### src/rtl/avr_cmd_sequencer.sv
// avr_cmd_sequencer: queues (signal, level) requests and emits each as a
// 7-bit code on avr_ctrl, qualified by exactly one avr_clk transition.
module avr_cmd_sequencer #(
  parameter int DEPTH       = 4,
  parameter int SETUP_CYC   = 2,
  parameter int HOLD_CYC    = 2,
  parameter int RECOVER_CYC = 1
) (
  input  logic       clk,
  input  logic       reset_n,
  input  logic       cmd_valid,
  output logic       cmd_ready,
  input  logic [2:0] cmd_sel,
  input  logic       cmd_level,
  output logic       cmd_err,
  output logic       busy,
  output logic [6:0] avr_ctrl,
  output logic       avr_clk,
  output logic [6:0] shadow
);

  localparam int AW = $clog2(DEPTH);
  localparam int CW = 8;
  localparam logic [6:0] IDLE_CODE = 7'h01;
  localparam logic [AW:0] FULL = (AW+1)'(DEPTH);
  localparam logic [CW-1:0] SETUP_LAST = CW'(SETUP_CYC - 1);
  localparam logic [CW-1:0] HOLD_LAST = CW'(HOLD_CYC - 1);
  localparam logic [CW-1:0] REC_LAST = CW'(RECOVER_CYC - 1);

  typedef enum logic [2:0] {
    S_IDLE,
    S_SETUP,
    S_EDGE,
    S_HOLD,
    S_RECOVER
  } state_t;

  state_t state_q, state_d;
  logic [CW-1:0] cnt_q, cnt_d;

  logic [3:0] mem_q [DEPTH];
  logic [AW-1:0] wr_q, rd_q;
  logic [AW:0] fcnt_q;

  logic [2:0] cur_sel_q, cur_sel_d;
  logic cur_lvl_q, cur_lvl_d;
  logic [6:0] ctrl_q, ctrl_d;
  logic clk_q, clk_d;
  logic [6:0] shadow_q, shadow_d;
  logic err_q, err_d;

  logic push, pop, accept;

  function automatic logic [6:0] encode(
    input logic [2:0] s,
    input logic l
  );
    logic [6:0] c;
    case (s)
      3'd0: c = l ? 7'h03 : 7'h02;
      3'd1: c = l ? 7'h05 : 7'h04;
      3'd2: c = l ? 7'h07 : 7'h06;
      3'd3: c = l ? 7'h09 : 7'h08;
      3'd4: c = l ? 7'h0C : 7'h0A;
      3'd5: c = l ? 7'h0E : 7'h0D;
      3'd6: c = l ? 7'h10 : 7'h0F;
      default: c = IDLE_CODE;
    endcase
    return c;
  endfunction

  assign pop = (state_q == S_IDLE) && (fcnt_q != '0);
  assign cmd_ready = (fcnt_q != FULL) || pop;
  assign accept = cmd_valid && cmd_ready;
  assign push = accept && (cmd_sel != 3'd7);

  assign busy = (fcnt_q != '0) || (state_q != S_IDLE);
  assign avr_ctrl = ctrl_q;
  assign avr_clk = clk_q;
  assign shadow = shadow_q;
  assign cmd_err = err_q;

  // Request FIFO: storage and wrapping pointers, push/pop in one cycle
  always_ff @(posedge clk or negedge reset_n) begin
    if (!reset_n) begin
      for (int i = 0; i < DEPTH; i++) mem_q[i] <= '0;
      wr_q <= '0;
      rd_q <= '0;
      fcnt_q <= '0;
    end else begin
      if (push) begin
        mem_q[wr_q] <= {cmd_sel, cmd_level};
        wr_q <= wr_q + 1'b1;
      end
      if (pop) rd_q <= rd_q + 1'b1;
      case ({push, pop})
        2'b10: fcnt_q <= fcnt_q + 1'b1;
        2'b01: fcnt_q <= fcnt_q - 1'b1;
        default: fcnt_q <= fcnt_q;
      endcase
    end
  end

  // FSM state and phase counter
  always_ff @(posedge clk or negedge reset_n) begin
    if (!reset_n) begin
      state_q <= S_IDLE;
      cnt_q <= '0;
    end else begin
      state_q <= state_d;
      cnt_q <= cnt_d;
    end
  end

  // Next state: walk each command through its setup/edge/hold/recover phases
  always_comb begin
    state_d = state_q;
    cnt_d = cnt_q;
    unique case (state_q)
      S_IDLE: begin
        if (pop) begin
          state_d = S_SETUP;
          cnt_d = '0;
        end
      end
      S_SETUP: begin
        if (cnt_q == SETUP_LAST) begin
          state_d = S_EDGE;
          cnt_d = '0;
        end else begin
          cnt_d = cnt_q + 1'b1;
        end
      end
      S_EDGE: begin
        state_d = S_HOLD;
        cnt_d = '0;
      end
      S_HOLD: begin
        if (cnt_q == HOLD_LAST) begin
          state_d = S_RECOVER;
          cnt_d = '0;
        end else begin
          cnt_d = cnt_q + 1'b1;
        end
      end
      S_RECOVER: begin
        if (cnt_q == REC_LAST) begin
          state_d = S_IDLE;
          cnt_d = '0;
        end else begin
          cnt_d = cnt_q + 1'b1;
        end
      end
      default: begin
        state_d = S_IDLE;
        cnt_d = '0;
      end
    endcase
  end

  // Outputs: the code is loaded one cycle into SETUP so it is visible for
  // exactly SETUP_CYC cycles before avr_clk moves, and HOLD_CYC after
  always_comb begin
    cur_sel_d = cur_sel_q;
    cur_lvl_d = cur_lvl_q;
    ctrl_d = ctrl_q;
    clk_d = clk_q;
    shadow_d = shadow_q;
    err_d = accept && (cmd_sel == 3'd7);
    if (pop) {cur_sel_d, cur_lvl_d} = mem_q[rd_q];
    unique case (state_q)
      S_SETUP: begin
        if (cnt_q == '0) ctrl_d = encode(cur_sel_q, cur_lvl_q);
      end
      S_EDGE: begin
        clk_d = ~clk_q;
        if (cur_sel_q != 3'd7) shadow_d[cur_sel_q] = cur_lvl_q;
      end
      S_HOLD: begin
        if (cnt_q == HOLD_LAST) ctrl_d = IDLE_CODE;
      end
      default: begin
      end
    endcase
  end

  // Output and current-command registers
  always_ff @(posedge clk or negedge reset_n) begin
    if (!reset_n) begin
      cur_sel_q <= '0;
      cur_lvl_q <= 1'b0;
      ctrl_q <= IDLE_CODE;
      clk_q <= 1'b0;
      shadow_q <= '0;
      err_q <= 1'b0;
    end else begin
      cur_sel_q <= cur_sel_d;
      cur_lvl_q <= cur_lvl_d;
      ctrl_q <= ctrl_d;
      clk_q <= clk_d;
      shadow_q <= shadow_d;
      err_q <= err_d;
    end
  end

endmodule

### config.mk
export PLATFORM = sky130hd
export DESIGN_NAME = avr_cmd_sequencer
export DESIGN_NICKNAME = d
export VERILOG_FILES = /design/src/rtl/avr_cmd_sequencer.sv
export SDC_FILE = /design/constraint.sdc
export NUM_CORES = 1
export LEC_CHECK = 0
export CORE_MARGIN = 4
export CORE_UTILIZATION = 55
export DETAILED_ROUTE_END_ITERATION = 6
export PLACE_DENSITY = 0.77
export SYNTH_ARGS = -nofsm -noshare
export SYNTH_HDL_FRONTEND = slang
export SYNTH_SLANG_ARGS = --single-unit
### constraint.sdc
create_clock -name clk -period 3.6 [get_ports clk]
set_clock_uncertainty 0.05 [all_clocks]
set_input_delay 0.54 -clock clk [delete_from_list [all_inputs] [get_ports clk]]
set_output_delay 0.54 -clock clk [all_outputs]
set_load 0.02 [all_outputs]
Word level (Yosys, flattened, before mapping)

Cells that the tools add are included.

Bits in registers: 54

Add/subtract/negate cells: 5
Order comparisons: 5
Equal/unequal tests: 22
Mux-type cells: 30
Bitwise gates (word level): 3
Reduce and logical (&&, ||, !) cells: 19

Operators with widths:

| kind                  | count |
|---|---|
| $pmux W5 S7           | 1 |
| $mux W8               | 3 |
| $pmux W8 S3           | 1 |
| $bwmux W16            | 1 |
| $eq A3 B3 Y1 const B  | 5 |
| $mux W3               | 5 |
| $pmux W3 S5           | 1 |
| $mux W7               | 2 |
| $pmux W7 S2           | 1 |
| $eq A3 B2 Y1 const B  | 4 |
| $mux W4               | 3 |
| $ne A2 B2 Y1 const B  | 5 |
| $ne A3 B3 Y1 const B  | 3 |
| $add A8 B1 Y8 const B | 1 |
| $bmux W4 S2           | 1 |
| $demux W4 S2          | 1 |
| $eq A8 B1 Y1 const B  | 1 |
| $logic_not A8 Y1      | 1 |
| $bwmux W7             | 1 |
| $eq A3 B1 Y1 const B  | 2 |
| $ge A3 B3 Y1 const B  | 2 |
| $logic_and A1 B1 Y1   | 6 |
| $logic_not A3 Y1      | 2 |
| $not A2 Y3            | 2 |
| other kinds (21)      | 29 |

Logic depth before layout (Yosys ltp)

Depth in word-level cells: 7
Depth in mapped cells: 8
Depth with buffers taken out: 8

Least setup slack after synthesis

OpenSTA, ideal clock, no wires.

Path kind: register to register
Start point: register state_q[2]
End point: register fcnt_q[2]
Setup time: 127 ps
Data arrival time: 2258 ps
Setup slack: 1165 ps
Cell stages (with the launch flop): 9
Buffers on the path: 0
Period minus slack after synthesis: 2435 ps
Cells stage by stage: dfrtp_1 > or3_4 > a311oi_4 > inv_1 > ha_1 > fa_1 > xnor2_1 > nor2_1 > xor2_1

Cells in the longest elaborated chain, start to end: 7

RTL lines:

| element                                           | RTL line | source |
|---|---|---|
| from (decl)                                       | 38       | `state_t state_q, state_d;` |
| from (signal assigned)                            | 110      | `state_q <= state_d;` |
| $logic_not A3 Y1 *                                | 72       | `assign pop = (state_q == S_IDLE) && (fcnt_q != '0);` |
| $logic_and A1 B1 Y1 *                             | 72       |  |
| $logic_or A1 B1 Y1                                | 73       | `assign cmd_ready = (fcnt_q != FULL) \|\| pop;` |
| $logic_and A1 B1 Y1                               | 74       | `assign accept = cmd_valid && cmd_ready;` |
| $logic_and A1 B1 Y1                               | 75       | `assign push = accept && (cmd_sel != 3'd7);` |
| $eq A2 B1 Y1 or $eq A2 B2 Y1 (tied branches)      | 96       | `case ({push, pop})` |
| $pmux W3 S2 or $reduce_bool A2 Y1 (tied branches) | -        |  |
| to (signal assigned)                              | 97       | `2'b10: fcnt_q <= fcnt_q + 1'b1;` |
| to (signal assigned)                              | 98       | `2'b01: fcnt_q <= fcnt_q - 1'b1;` |
| to (signal assigned)                              | 99       | `default: fcnt_q <= fcnt_q;` |
| to (decl)                                         | 43       | `logic [AW:0] fcnt_q;` |

Mark *: on every way between the ends. The rest lies on a longest branch, timed or not.
A chain may end at the register's enable or synchronous reset.

Worst setup path after layout

Start point: input port cmd_sel[2]
End point: register fcnt_q[2]

Cells in the longest elaborated chain, start to end: 4

RTL lines:

| element                                           | RTL line | source |
|---|---|---|
| from (decl)                                       | 13       | `input logic [2:0] cmd_sel,` |
| $ne A3 B3 Y1 *                                    | 75       |  |
| $logic_and A1 B1 Y1 *                             | 75       |  |
| $eq A2 B1 Y1 or $eq A2 B2 Y1 (tied branches)      | 96       |  |
| $pmux W3 S2 or $reduce_bool A2 Y1 (tied branches) | -        |  |

Marks and branches as above.

==> metrics.csv <==
metric;value;unit
Leakage;1.28;nW
die span in y;76.1;microns
TritonCTS Buffers;5;
Antenna Nets Post-Route;0;
drt initial violations;138;
FF-to-FF path depth;8;
Worst Tran Pin Value;1010;ps
worst min path class;input pin to async pin;
outcome;finished clean;
Rel. slew slack;32.4;%
Post-synth EDFFs;0;
XOR/XNOR Fraction of Synth Area;3.09;%
Async S/R FF share, synth;100;%
mux contribution to synthesized area;15.9;%
highest metal used;met4;
Layout Utilization;66.0;%
final setup fails;0;
Reg-to-Reg End;fcnt_q[2]$_DFFE_PN0P_;
Port Buf Inserts;22;
final slew viol count;0;
Adder-Cell Fraction of Synth Area;4.71;%
global placement routability congestion;0.786;
Final Non-Filler Cells;298;
Peak VDD IR;0.417;mV
total global-route track usage;15.8;%
Syn Std Cell Area;2550;sq um
synthesized area per cell;11.5;sq um
wire length on met3;155;microns
number of global-route vias before repair;1641;
io pins;25;
DR WL/cell;14.3;microns
final WL;4270;microns
Area Overhead vs Synth;14.3;%
wire length on met2;2050;microns
reg2reg start;state_q[2]$_DFFE_PN0P_;
total gr overflow;0;
Max clock buf depth;2;
largest family of logic cells by synthesized area;multiplexers;
top_reg_cell synth;dfrtp_1;
CTS tree;done;
# Post-CTS Setup Buffers;0;
# DRC;0;
Pwr Density;867;nW/um^2
Synth cell types;43;
first-pass GRT wire length;7670;microns
clock root cell;clkbuf_8;
post-synthesis sequential area ratio;51.1;%
Req. time, crit path;3730;ps
commonest non-fill, non-tap cell in the layout;dfrtp_1;
TNS Setup;0;ps
Max Cap Violations;0;
most frequent cells in the layout;51 x dfrtp_1, 29 x nand2_1, 27 x mux2_2;
placed inst area;2800;sq um
hpwl dp;3050;microns
DR vias;1650;
initial core utilization;57.7;%
Clk Latency, worst-skew pair;300;ps
Mapped Cells;222;
initial antenna violation count;0;
hold_buf cts;0;
complex-gate fraction of the synthesized area;9.28;%
1st-pass router iterations;4;
chip width;76.1;microns
number of synthesized register bits;52;
Final Instance Area;2910;sq um
Arr. time, crit path;2770;ps
Max Clk Rate;0.379;GHz
depth of the CTS H-tree;2;
Placed Instances;290;
post-cts sizing count;0;
Final #Nets;261;
worst-path fanout max;8;
Yosys Warn Count;0;
number of diodes;0;
pin count of the biggest net entering global routing;37;
hold_ws;268;ps
CORE AREA;4410;sq um
Site Rows;24;
# clock sinks;52;
CP Launch Point;cmd_sel[2];
final hold vios;0;
CP Launch Type;input pin;
RSZ-0062 raised after global routing;no;
R2R setup slack;990;ps
fin crit period;2640;ps
critical path capture point type;flop;
fin crit share;73.3;%
wl on met1;2020;microns
via-per-instance ratio;5.54;
die area;5790;sq um
critical path class;input pin to flop;
layout cells sized above 1;19.1;%
Reg clk slew, reported paths;90;ps
simple-gate share of the synthesized area;12.9;%
==> layout make-up <==
class / count / area (sq um)
Fill cell: 355 / 1500
Sequential cell: 52 / 1300
Multi-Input combinational cell: 153 / 1170
Timing Repair Buffer: 23 / 223
Clock buffer: 5 / 68.8
Tap cell: 52 / 65.1
Clock inverter: 3 / 42.5
Inverter: 10 / 37.5
==> registers in the layout, indices dropped and copies added, names as in the netlist <==
signal and flops:
mem_q 16, cnt_q 8, shadow 7, avr_ctrl 5, cur_sel_q 3, fcnt_q 3
state_q 3, rd_q 2, wr_q 2, avr_clk 1, cmd_err 1, cur_lvl_q 1
==> how the worst max path moves through the flow <==
| stage | endpoint | slack, ps | cells after the start |
|---|---|---|---|
| after floorplan | fcnt_q[2]$_DFFE_PN0P_ | 1160 | 8 |
| after global placement | fcnt_q[2]$_DFFE_PN0P_ | 740 | 9 |
| after detailed placement | fcnt_q[2]$_DFFE_PN0P_ | 660 | 9 |
| after CTS | busy | 920 | 4 |
| after global routing | busy | 800 | 4 |
| final | fcnt_q[2]$_DFFE_PN0P_ | 960 | 9 |
==> report_power, final <==
part,total (W),leakage [nW],switching [W],internal [W]
combinational,0.00105,0.572,0.000485,0.000569
clock,0.000391,0.0541,0.000186,0.000206
sequential,0.00108,0.649,0.000239,0.000842
==> metrics by stage <==
| stage | power [W] | setup WS (ps) |
|---|---|---|
| final | 0.00253 | 963 |
| after CTS | 0.00256 | 923 |
| after floorplan | 0.00184 | 1160 |
| after global routing | 0.00273 | 803 |
| after detailed placement | 0.00215 | 665 |
| after global placement | 0.00212 | 737 |
==> cells in the mapped netlist (2+ instances only) <==
cell type	count	area [sq um]
mux2_2	27	304
ha_1	8	100
nor3_1	4	20.0
o22ai_1	3	18.8
and3_1	3	18.8
nor3b_1	2	15.0
inv_1	10	37.5
a22o_1	4	35.0
and2_1	2	12.5
nand3_1	4	20.0
buf_4	2	15.0
xnor2_1	5	43.8
nor4_1	2	12.5
nor2b_1	5	31.3
o21ai_0	10	50.1
mux4_2	4	90.1
o211ai_1	2	15.0
nor2_1	11	41.3
nand2_1	29	109
dfrtp_1	51	1280
xor2_1	4	35.0
clkbuf_1	6	22.5
a21oi_1	4	20.0
==> routing by layer <==
metal  vias up  GRT usage, %
li1        815             -
met4         0          5.24
met2        26          25.0
met5         -             0
met3         4          3.66
met1       805          21.5
==> kinds of logic (layout without fill, tap and decap cells) <==
kind of cell	after synthesis	after routing
xor gates and xnor gates	9	9
and+or+nand+nor	68	68
buffers and inverters	18	41
muxes	32	32
DFF	52	52
AOI/OAI and AO/OA	33	33
adders and majority gates	9	9
other	1	2
==> worst max-delay path, stage by stage <==
cell and delay (ps):
clkdlybuf4s50_1 480, and3_1 260, a311oi_4 410, inv_1 100, ha_1 250, fa_1 380
xnor2_1 160, nor2_1 60, xor2_1 130
Note: power is estimated with default switching activity, not from simulation.
==> edit 1, RTL diff (config.mk and constraints unchanged) <==
Encoding of `state_t`: now one-hot (5 bits for 5 states).
--- a/src/rtl/avr_cmd_sequencer.sv
+++ b/src/rtl/avr_cmd_sequencer.sv
@@ -29,8 +29,8 @@
 
-  typedef enum logic [2:0] {
-    S_IDLE,
-    S_SETUP,
-    S_EDGE,
-    S_HOLD,
-    S_RECOVER
+  typedef enum logic [4:0] {
+    S_IDLE    = 5'b00001,
+    S_SETUP   = 5'b00010,
+    S_EDGE    = 5'b00100,
+    S_HOLD    = 5'b01000,
+    S_RECOVER = 5'b10000
   } state_t;
Behaviour: same outputs for any inputs over 10 cycles, from zero or initial values and one cycle with reset_n low; not proved beyond that.
==> edit 1 against the unedited design <==
  * Final area rose by 7.3%
  * Critical path type is now flop to primary output
  * Power rose by 5.5%
  * Worst setup slack got worse by 0.45 ns
  * Area after synthesis rose by 9.6%
  * Wire length rose by 7.0%
  * Largest cell class unchanged
  * Sequential cell count rose by 2
  * Count of clock-buffer cells in the layout rose by 1
  * Core utilization fell by 1.1 points
  * Die area rose by 8.5%
  * Global-route usage rose by 0.74 points
==> edit 1: results (changes against the unedited design) <==
Critical path
  • CP peak stage delay: 0.63 ns (+0.15 ns)
  • R2R Path Start: state_q[3]
  • Critical path launch point: state_q[3]
  • Largest fanout on the critical path: 12 (+4)
  • Worst Reg2Reg Path Length in Cells: 9 (+1)
  • Destination of the critical timing path: busy
  • Cell with the largest stage delay on the worst path: sky130_fd_sc_hd__clkdlybuf4s50_1
  • Top delay family on crit path: simple AND/OR/NAND/NOR gates
  • Data arrival time of the worst path: 2.50 ns (-0.27 ns)
  • Reg-to-reg setup timing slack: 0.77 ns (-0.22 ns)

Timing
  • Worst slew pin tran: 0.634 ns (-0.373 ns)
  • Tcrit/Tclk final: 0.859 (+0.126)

Yosys
  • Number of unique standard cell types used by synthesis: 48 (+12%)
  • Main area contributors after synthesis: sky130_fd_sc_hd__dfrtp_1 47%, sky130_fd_sc_hd__mux2_2 7.7%, sky130_fd_sc_hd__mux2_4 4.3%, sky130_fd_sc_hd__ha_1 3.6%, sky130_fd_sc_hd__mux4_2 3.2%
  • Main synth FF type: sky130_fd_sc_hd__dfrtp_1
  • Register area share after synthesis: 0.485 (-0.0263)
  • Synthesized-area fraction occupied by xor and xnor cells: 0.0314 (+0.000434)
  • Share of cell area taken by muxes after synthesis: 0.163 (+0.00407)
  • Post-synthesis compound-gate area fraction: 0.0762 (-0.0166)
  • Per-instance average area after synthesis: 12.1 um2 (+5.8%)
  • Arithmetic-cell share of the synthesized area counting full adders, half adders and majority gates: 0.0466 (-0.000533)
  • Leading post-synthesis cells by instance count: 52 x sky130_fd_sc_hd__dfrtp_1, 19 x sky130_fd_sc_hd__mux2_2, 15 x sky130_fd_sc_hd__nand2_1, 13 x sky130_fd_sc_hd__inv_1, 12 x sky130_fd_sc_hd__o21ai_0

Placement
  • Placed Cells: 310 (+6.9%)
  • Minimum setup slack after placement: 0.779 ns (+0.114 ns)
  • Post-DP HPWL: 3360 um (+10%)
  • Post-placement cell area: 0.00303 mm2 (+8.0%)
  • Weighted congestion reported at the end of routability-driven placement: 0.791 (+0.64%)

Drt
  • Routed wire length per instance: 14.4 um (+0.25%)
  • Initial detailed-routing violation count: 98 (-29%)
  • Number of optimization iterations in the first detailed-route pass: 4 (unchanged)
  • Vias after detailed routing: 1,699 (+3.0%)
  • Per-cell via count in the routed design: 5.34 (-3.5%)

Power and ir drop
  • Leakage power total: 0.00145 uW (+14%)
  • Maximum VDD drop: 0.406 mV (-2.7%)

Clock tree
  • CTS H-Tree Depth: 2 (unchanged)
  • Clock buffer count from CTS: 5 (unchanged)

Final layout
  • Post-layout net count: 266 (+1.9%)
  • Antenna diode count: 0 (unchanged)
  • Fraction of final layout cells with drive strength greater than 1: 0.231 (+0.0400)

Status
  • Status: finished clean

GRT
  • Pin count of the biggest net entering global routing: 31 (-16%)
  • Overall global routing resource usage: 0.165 (+0.00735)
  • Global-route wire length before repair: 8100 um (+5.6%)

Hold path
  • Min-delay worst type: input port to asynchronous set/reset pin
-- edit 1: per-stage QoR --
| stage | hold slack, ns | util |
|---|---|---|
| detailed placement | 0.425 | 0.628 |
| floorplan | 0.194 | - |
| CTS | 0.153 | 0.649 |
| global placement | 0.415 | 0.628 |
| finish | 0.145 | 0.649 |
| global route | 0.175 | 0.649 |
-- edit 1: worst reg2reg max path, delay by kind of cell, from the launching register on --
family / cells / cell delay, ns
xor+xnor: 2 / 0.31
fa+ha+maj: 2 / 0.66
buf+inv: 1 / 0.07
flops: 1 / 0.45
simple gates: 4 / 1.21
-- edit 1: metal layers --
metal | part of all wire | global-route usage | up-vias
li1 | - | - | 840
met4 | 0.017 | 0.0687 | 0
met1 | 0.46 | 0.217 | 828
met5 | 0 | 0 | -
met2 | 0.48 | 0.267 | 26
met3 | 0.035 | 0.0351 | 5
-- edit 1: report_power, final --
| part | leakage [uW] | total (uW) | switching [uW] | internal, uW |
|---|---|---|---|---|
| Sequential | 0.000679 | 1100 | 243 | 860 |
| Combinational | 0.000722 | 1200 | 564 | 634 |
| Clock | 0.0000478 | 364 | 205 | 159 |
| Total | 0.00145 | 2670 | 1010 | 1650 |
-- edit 1: cell type report --
| type | instances | area [um2] |
|---|---|---|
| fillers | 406 | 1690 |
| flip-flops and latches | 54 | 1350 |
| multi-input cells | 153 | 1320 |
| repair buffers | 23 | 223 |
| well taps | 67 | 83.8 |
| clock buffers | 6 | 82.6 |
| inverters | 13 | 48.8 |
| clock inverters | 2 | 16.3 |
==> edit 2, RTL diff (config.mk and constraints unchanged) <==
Made on the original files. Change the parameter `DEPTH` from 4 to 8.
--- a/src/rtl/avr_cmd_sequencer.sv
+++ b/src/rtl/avr_cmd_sequencer.sv
@@ -3,3 +3,3 @@
 module avr_cmd_sequencer #(
-  parameter int DEPTH       = 4,
+  parameter int DEPTH       = 8,
   parameter int SETUP_CYC   = 2,
Formal check against the unedited RTL: not equivalent (a bounded check fails within 10 cycles, from zero or initial values and one cycle with reset_n low).
==> edit 2 against the unedited design <==
  * Combinational power is 38% higher
  * Sequential cell count is 19 higher
  * Worst setup slack worse by 0.29 ns
  * Largest power group unchanged
  * Wire length is 55% higher
  * Sequential share of layout area is 0.64 points lower
  * Final area is 38% higher
  * Area after synthesis is 40% higher
  * Core utilization is 2.1 points lower
  * Largest cell class unchanged
  * Power is 44% higher
==> edit 2: results (changes against the unedited design) <==
Status
  • Status: finished clean

Placement
  • Weighted congestion reported at the end of routability-driven placement: 0.810 (+3.1%)
  • Minimum setup slack after placement: 0.714 ns (+0.0489 ns)
  • Placed Cells: 383 (+32%)

Critical path
  • CP peak stage delay: 0.64 ns (+0.16 ns)
  • Reg-to-reg setup timing slack: 0.70 ns (-0.29 ns)
  • Data arrival time of the worst path: 2.34 ns (-0.43 ns)
  • Setup Crit Path Kind: flop to primary output
  • Largest fanout on the critical path: 11 (+3)

Final layout
  • Fraction of final layout cells with drive strength greater than 1: 0.261 (+0.0698)
  • Post-layout net count: 332 (+27%)
  • Proportion of cell area occupied by multi-input gates: 0.420 (+0.0170)
  • Non-clock inverter total of the final layout: 6 (-4)
  • Multi-Input Combinational: 204 (+33%)
  • Number of non-clock buffers in the layout: 25 (+8.7%)

Clock tree
  • Clock latency of the later-clocked register in the worst-skew pair: 0.34 ns (+0.04 ns)
  • Num Clock Sinks: 71 (+37%)
  • Clock buffer count from CTS: 9 (+4)

Drt
  • Total met3 wirelength after detailed routing: 181 um (+17%)
  • Per-cell via count in the routed design: 5.79 (+4.7%)
  • Initial detailed-routing violation count: 101 (-27%)
  • Met2 wire len: 3300 um (+61%)
  • Routed wire length per instance: 16.6 um (+16%)
  • Detailed-route wire length on metal 1: 3020 um (+50%)

Yosys
  • Synth Instances: 296 (+33%)
  • Share of cell area taken by muxes after synthesis: 0.208 (+0.0489)
  • Synthesized-area fraction occupied by xor and xnor cells: 0.0319 (+0.000968)
  • Main area contributors after synthesis: sky130_fd_sc_hd__dfrtp_1 49%, sky130_fd_sc_hd__mux2_2 13%, sky130_fd_sc_hd__mux4_2 5.0%, sky130_fd_sc_hd__ha_1 2.8%, sky130_fd_sc_hd__nand2_1 2.5%
  • Register area share after synthesis: 0.498 (-0.0130)
  • Arithmetic-cell share of the synthesized area counting full adders, half adders and majority gates: 0.0280 (-0.0191)
  • Number of unique standard cell types used by synthesis: 49 (+14%)

Power and ir drop
  • Leakage power total: 0.00170 uW (+34%)
  • Maximum VDD drop: 0.455 mV (+9.2%)

GRT
  • Routing usage on met3: 0.0345 (-0.00219)
  • Overall global routing resource usage: 0.190 (+0.0321)
  • Pin count of the biggest net entering global routing: 32 (-14%)
  • Met2 Track Usage GR: 0.321 (+0.0709)
  • Global-route wire length before repair: 11,300 um (+47%)

Timing
  • Post-route worst hold slack: 0.0845 ns (-0.184 ns)
  • Tcrit/Tclk final: 0.813 (+0.0802)
-- edit 2: cell count changes after synthesis, moves of 4 or more --
cell                       delta
sky130_fd_sc_hd__nor2_1       +7
sky130_fd_sc_hd__mux2_2      +13
sky130_fd_sc_hd__nor4_2       +5
sky130_fd_sc_hd__mux4_2       +4
sky130_fd_sc_hd__inv_1        -4
sky130_fd_sc_hd__mux2i_1      +4
sky130_fd_sc_hd__nand2_1      -5
sky130_fd_sc_hd__dfrtp_1     +19
sky130_fd_sc_hd__mux2_4       +4
sky130_fd_sc_hd__nand2b_1     +4
sky130_fd_sc_hd__clkbuf_1     +5
-- edit 2: report_power, final --
group | switching, uW | internal (uW) | total (uW)
clock | 308 | 341 | 649
sequential | 375 | 1170 | 1540
combinational | 634 | 821 | 1450
total | 1320 | 2330 | 3640
